--- config.mk ---
export PLATFORM = sky130hd
export DESIGN_NAME = nibble_serial_adder
export DESIGN_NICKNAME = d
export VERILOG_FILES = /design/src/rtl/alu_pkg.sv /design/src/rtl/pg_nibble_gen.sv /design/src/rtl/nibble_serial_adder.sv
export SDC_FILE = /design/constraint.sdc
export NUM_CORES = 1
export LEC_CHECK = 0
export BUFFER_PORTS_ARGS = -buffer_cell sky130_fd_sc_hd__buf_2
export CORE_MARGIN = 2
export CORE_UTILIZATION = 30
export CTS_CLUSTER_DIAMETER = 120
export DETAILED_ROUTE_END_ITERATION = 8
export GPL_ROUTABILITY_DRIVEN = 0
export PLACE_DENSITY = 0.59
export SLEW_MARGIN = 20
export SYNTH_ARGS = -nofsm -noshare
export SYNTH_HDL_FRONTEND = slang
export SYNTH_HIERARCHICAL = 1
export SYNTH_SLANG_ARGS = --single-unit
--- constraint.sdc ---
create_clock -name clk -period 7.5 [get_ports clk]
set_clock_uncertainty 0.05 [all_clocks]
set_input_delay 1.125 -clock clk [delete_from_list [all_inputs] [get_ports clk]]
set_output_delay 1.125 -clock clk [all_outputs]
set_load 0.1 [all_outputs]
--- src/rtl/alu_pkg.sv ---
// Shared types and constants for the serial ALU datapath.
// Contents: adder_state_t (IDLE/RUN/DONE FSM encoding) and NIBBLE_W, the
// number of bits the serial adder resolves per clock.
package alu_pkg;

  localparam int NIBBLE_W = 4;

  typedef enum logic [1:0] {
    IDLE = 2'd0,
    RUN  = 2'd1,
    DONE = 2'd2
  } adder_state_t;

endpackage

--- src/rtl/pg_nibble_gen.sv ---
// Propagate/generate terms for one nibble of the serial adder (purely combinational).
// Ports: a, b - operand nibble; p - per-bit propagate (a ^ b); g - per-bit generate (a & b).
// No state, no latency; feeds the lookahead carry logic in the top module.
module pg_nibble_gen
  import alu_pkg::*;
(
  input  logic [NIBBLE_W-1:0] a,
  input  logic [NIBBLE_W-1:0] b,
  output logic [NIBBLE_W-1:0] p,
  output logic [NIBBLE_W-1:0] g
);

  assign p = a ^ b;
  assign g = a & b;

endmodule

--- src/rtl/nibble_serial_adder.sv ---
// Multi-cycle WIDTH-bit add/subtract, one nibble per clock LSB first; result valid NIBBLES cycles after accept.
// Ports: clk, rst_n (async active-low); start_valid/start_ready + a, b, c_in, sub request side;
//        res_valid/res_ready + sum, c_out, overflow, zero result side. Optional flags via macro ALU_FLAGS_EN.
// Backpressure: request accepted only in IDLE; result held in DONE until res_ready, then one IDLE cycle.
module nibble_serial_adder #(
  parameter int WIDTH = 16  // must be a multiple of 4 and at least 4
) (
  input  logic             clk,
  input  logic             rst_n,
  input  logic             start_valid,
  output logic             start_ready,
  input  logic [WIDTH-1:0] a,
  input  logic [WIDTH-1:0] b,
  input  logic             c_in,
  input  logic             sub,
  output logic             res_valid,
  input  logic             res_ready,
  output logic [WIDTH-1:0] sum,
  output logic             c_out,
  output logic             overflow,
  output logic             zero
);
  import alu_pkg::*;

  localparam int NIBBLES = WIDTH / NIBBLE_W;
  localparam int CNT_W   = (NIBBLES > 1) ? $clog2(NIBBLES) : 1;
  localparam logic [CNT_W-1:0] LAST_NIB = CNT_W'(NIBBLES - 1);

  adder_state_t state, state_nxt;

  logic [WIDTH-1:0]    a_q, b_q, sum_q, sum_nxt;
  logic [CNT_W-1:0]    cnt;
  logic                carry_q;
  logic                c_out_q;
  logic                accept, last;
  logic [NIBBLE_W-1:0] a_nib, b_nib, p, g, c;
  logic                nib_cout;

  // Operand B is stored already inverted for subtraction, so the nibble
  // datapath only ever adds.
  assign a_nib = a_q[int'(cnt)*NIBBLE_W +: NIBBLE_W];
  assign b_nib = b_q[int'(cnt)*NIBBLE_W +: NIBBLE_W];

  pg_nibble_gen u_pg (
    .a (a_nib),
    .b (b_nib),
    .p (p),
    .g (g)
  );

  // Four-bit lookahead from the registered carry; c[3] is the carry into
  // the top bit of the nibble, needed later for signed overflow.
  always_comb begin
    c[0]     = carry_q;
    c[1]     = g[0] | (p[0] & carry_q);
    c[2]     = g[1] | (p[1] & g[0]) | (p[1] & p[0] & carry_q);
    c[3]     = g[2] | (p[2] & g[1]) | (p[2] & p[1] & g[0])
             | (p[2] & p[1] & p[0] & carry_q);
    nib_cout = g[3] | (p[3] & c[3]);
    sum_nxt  = sum_q;
    sum_nxt[int'(cnt)*NIBBLE_W +: NIBBLE_W] = p ^ c;
  end

  // FSM state register
  always_ff @(posedge clk or negedge rst_n) begin
    if (!rst_n) begin
      state <= IDLE;
    end else begin
      state <= state_nxt;
    end
  end

  // FSM next state and handshake outputs
  always_comb begin
    state_nxt   = state;
    start_ready = 1'b0;
    res_valid   = 1'b0;
    accept      = 1'b0;
    last        = 1'b0;
    case (state)
      IDLE: begin
        start_ready = 1'b1;
        if (start_valid) begin
          accept    = 1'b1;
          state_nxt = RUN;
        end
      end
      RUN: begin
        if (cnt == LAST_NIB) begin
          last      = 1'b1;
          state_nxt = DONE;
        end
      end
      DONE: begin
        // start_ready stays low here, so a request arriving with the
        // consuming res_ready waits for the following IDLE cycle.
        res_valid = 1'b1;
        if (res_ready) begin
          state_nxt = IDLE;
        end
      end
      default: state_nxt = IDLE;
    endcase
  end

  // Operand, carry, counter and result registers
  always_ff @(posedge clk or negedge rst_n) begin
    if (!rst_n) begin
      a_q     <= '0;
      b_q     <= '0;
      sum_q   <= '0;
      cnt     <= '0;
      carry_q <= 1'b0;
      c_out_q <= 1'b0;
    end else if (accept) begin
      a_q     <= a;
      b_q     <= sub ? ~b : b;
      carry_q <= sub | c_in;  // subtraction always injects the +1
      cnt     <= '0;
      sum_q   <= '0;
    end else if (state == RUN) begin
      sum_q   <= sum_nxt;
      carry_q <= nib_cout;
      cnt     <= cnt + 1'b1;
      if (last) begin
        c_out_q <= nib_cout;
      end
    end
  end

  assign sum   = sum_q;
  assign c_out = c_out_q;

`ifdef ALU_FLAGS_EN
  logic ovf_q, zero_q;

  // Flags are captured from the final nibble on the DONE transition so they
  // stay aligned with the held sum.
  always_ff @(posedge clk or negedge rst_n) begin
    if (!rst_n) begin
      ovf_q  <= 1'b0;
      zero_q <= 1'b0;
    end else if (last) begin
      ovf_q  <= c[3] ^ nib_cout;
      zero_q <= (sum_nxt == '0);
    end
  end

  assign overflow = ovf_q;
  assign zero     = zero_q;
`else
  assign overflow = 1'b0;
  assign zero     = 1'b0;
`endif

endmodule

==> flow_summary.json <==
{
  "drv_cap": 0,
  "grt_overflow": 0,
  "ys_types": 33,
  "worstPathMaxFanout": 16,
  "synth_most_common_cell": "nand2_1",
  "die_w_um": 98.10,
  "clockRootBuffer": "clkbuf_8",
  "grt-busiest-layer": "met2",
  "drc_errors": 0,
  "fin_crit_ps": 3162,
  "synth_seq_area_share": 0.5087,
  "grt_antenna_before_repair": 0,
  "use_met3": 0.02792,
  "required_ps": 7640,
  "postCtsSetupBuffers": 0,
  "synth_edf_count": 0,
  "vias": 1862,
  "synth_ff_type": "dfrtp_1",
  "placementRows": 34,
  "grt_pass1_wl_um": 9542,
  "synthArstFlopShare": 1.000,
  "dp_hpwl_um": 4229,
  "critPathArrivalTime_ps": 3300,
  "nets": 342,
  "reg2regPathDepth": 7,
  "hold_buffers": 0,
  "crit_type": "reg2reg",
  "coreArea_um2": 8636,
  "drtPass1Iterations": 4,
  "ioPinCount": 59,
  "final.setup.tns_ps": 0,
  "grt_use_met1": 0.1661,
  "finalHoldViolations": 0,
  "synth_area_leader_cell": "dfrtp_1",
  "area_growth_pct": 17.38,
  "cts.sinks": 54,
  "cts_tree": "built",
  "min_delay_path_depth": 2,
  "cts_buffers": 5,
  "clk_pin_slew_worst_paths_ps": 90,
  "slew_viol_final": 0,
  "avgSynthCellArea_um2": 10.93,
  "ant_nets": 0,
  "rsz0062_at_grt": "false",
  "relSlewSlack": 0.5012,
  "start_util": 0.3076,
  "drive_above_1_share": 0.2653,
  "finalWirelength_um": 5625,
  "ys_ff_latch": 54,
  "n_fill_cell": 880,
  "cts_max_level": 2,
  "synth_cells": 243,
  "synth_top_area_share": 0.5087,
  "ys_top_cells_by_area": "dfrtp_1 51%, nand2_1 9.9%, mux4_2 6.8%, xnor2_1 5.6%, ha_1 4.7%",
  "die-area_um2": 9623,
  "finalSetupViolCount": 0,
  "clk_latency_ps": 300,
  "viasPerCell": 4.632,
  "antenna_cells": 0,
  "worst_slew_pin_slew_ps": 748.2,
  "max-clock-path-buffers": 2,
  "drt_iter0_drc": 64,
  "synthesis.area_um2": 2656,
  "end_kind": "flip-flop",
  "grt.met2_usage": 0.2023,
  "wire_per_inst_um": 13.99,
  "grt_max_degree": 55,
  "grt_usage": 0.1228,
  "synthTopCellsByCount": "70 x nand2_1, 54 x dfrtp_1, 17 x o21ai_1, 17 x xnor2_1, 13 x a22o_1",
  "max_freq_mhz": 316.3,
  "io_buffers": 56,
  "critPathLaunchType": "flip-flop",
  "yosys_warnings": 6,
  "outcome": "finished, final reports clean",
  "min_path_type": "reg2reg",
  "die_h_um": 98.10,
  "grt_pass1_vias": 1995,
  "min_period_over_period": 0.4216,
  "cts.repair.resized": 0
}
## worst paths after layout
check | startpoint | slack, ps | endpoint
worst max-delay path | cnt[0] | 4340 | sum[11]
worst min-delay path | a_q[15] | 430 | a_q[15]
worst max register to register | cnt[0] | 4340 | sum[11]
worst min register to register | a_q[15] | 430 | a_q[15]
max in group asynchronous | rst_n | 6070 | cnt[1]
min in group asynchronous | rst_n | 900 | a_q[2]
## worst max-delay path, cell delays in order (launching register included)
cell,delay (ps)
dfrtp_1,840
mux4_2,590
ha_1,320
a211oi_1,90
or3b_2,550
nand2b_1,110
ha_1,280
a22o_1,230
## placed cells by master, fill, tap and decap left out, types with 3 or more instances in the layout
cell,n
a21o_1,4
a22o_1,13
a32o_1,4
buf_2,56
clkbuf_8,6
dfrtp_1,54
ha_1,10
inv_1,3
mux4_2,8
nand2_1,70
nor2_1,4
o21ai_1,17
xnor2_1,17
## layer usage
metal  part of all wire  up-vias
met5                  0        -
met4             0.0073        0
met3              0.042        4
met2               0.46       42
met1               0.49      882
li1                   -      934
## logic make-up after synthesis
kind of cell	synth area share
AO/OA/AOI/OAI	0.1206
XOR/XNOR	0.05605
adder cells (fa/ha/maj)	0.04710
buffers and inverters	0.03627
flip-flops	0.5087
multiplexers	0.06783
other	0.001412
AND/OR/NAND/NOR	0.1620
## cell type report
| cell class | count | area (um^2) | area share |
|---|---|---|---|
| Sequential cell | 54 | 1351 | 0.4334 |
| Multi-Input combinational cell | 172 | 1212 | 0.3888 |
| Timing Repair Buffer | 58 | 295.3 | 0.09470 |
| Tap cell | 108 | 135.1 | 0.04334 |
| Clock buffer | 6 | 82.58 | 0.02648 |
| Clock inverter | 1 | 30.03 | 0.009631 |
| Inverter | 3 | 11.26 | 0.003612 |
## sequential cells by signal, indices dropped and copies added, names as in the netlist
signal,count
carry_q,1
c_out,1
state,2
cnt,2
sum,16
b_q,16
a_q,16
## per-stage QoR
stage	util	instance area (um^2)	hold WS (ps)	std cells	worst slack, ps
final	0.3611	3118	427.1	402	4338
after global routing	0.3611	3118	463.0	402	4180
after CTS	0.3611	3118	433.6	402	4308
after detailed placement	0.3480	3005	411.3	395	4339
after global placement	0.3480	3005	413.1	395	4436
after floorplan	-	2660	390.3	244	4401
Power is left out: the tool's default activity adds up to more than one toggle a clock period on the data nets, which glitch-free logic cannot reach.
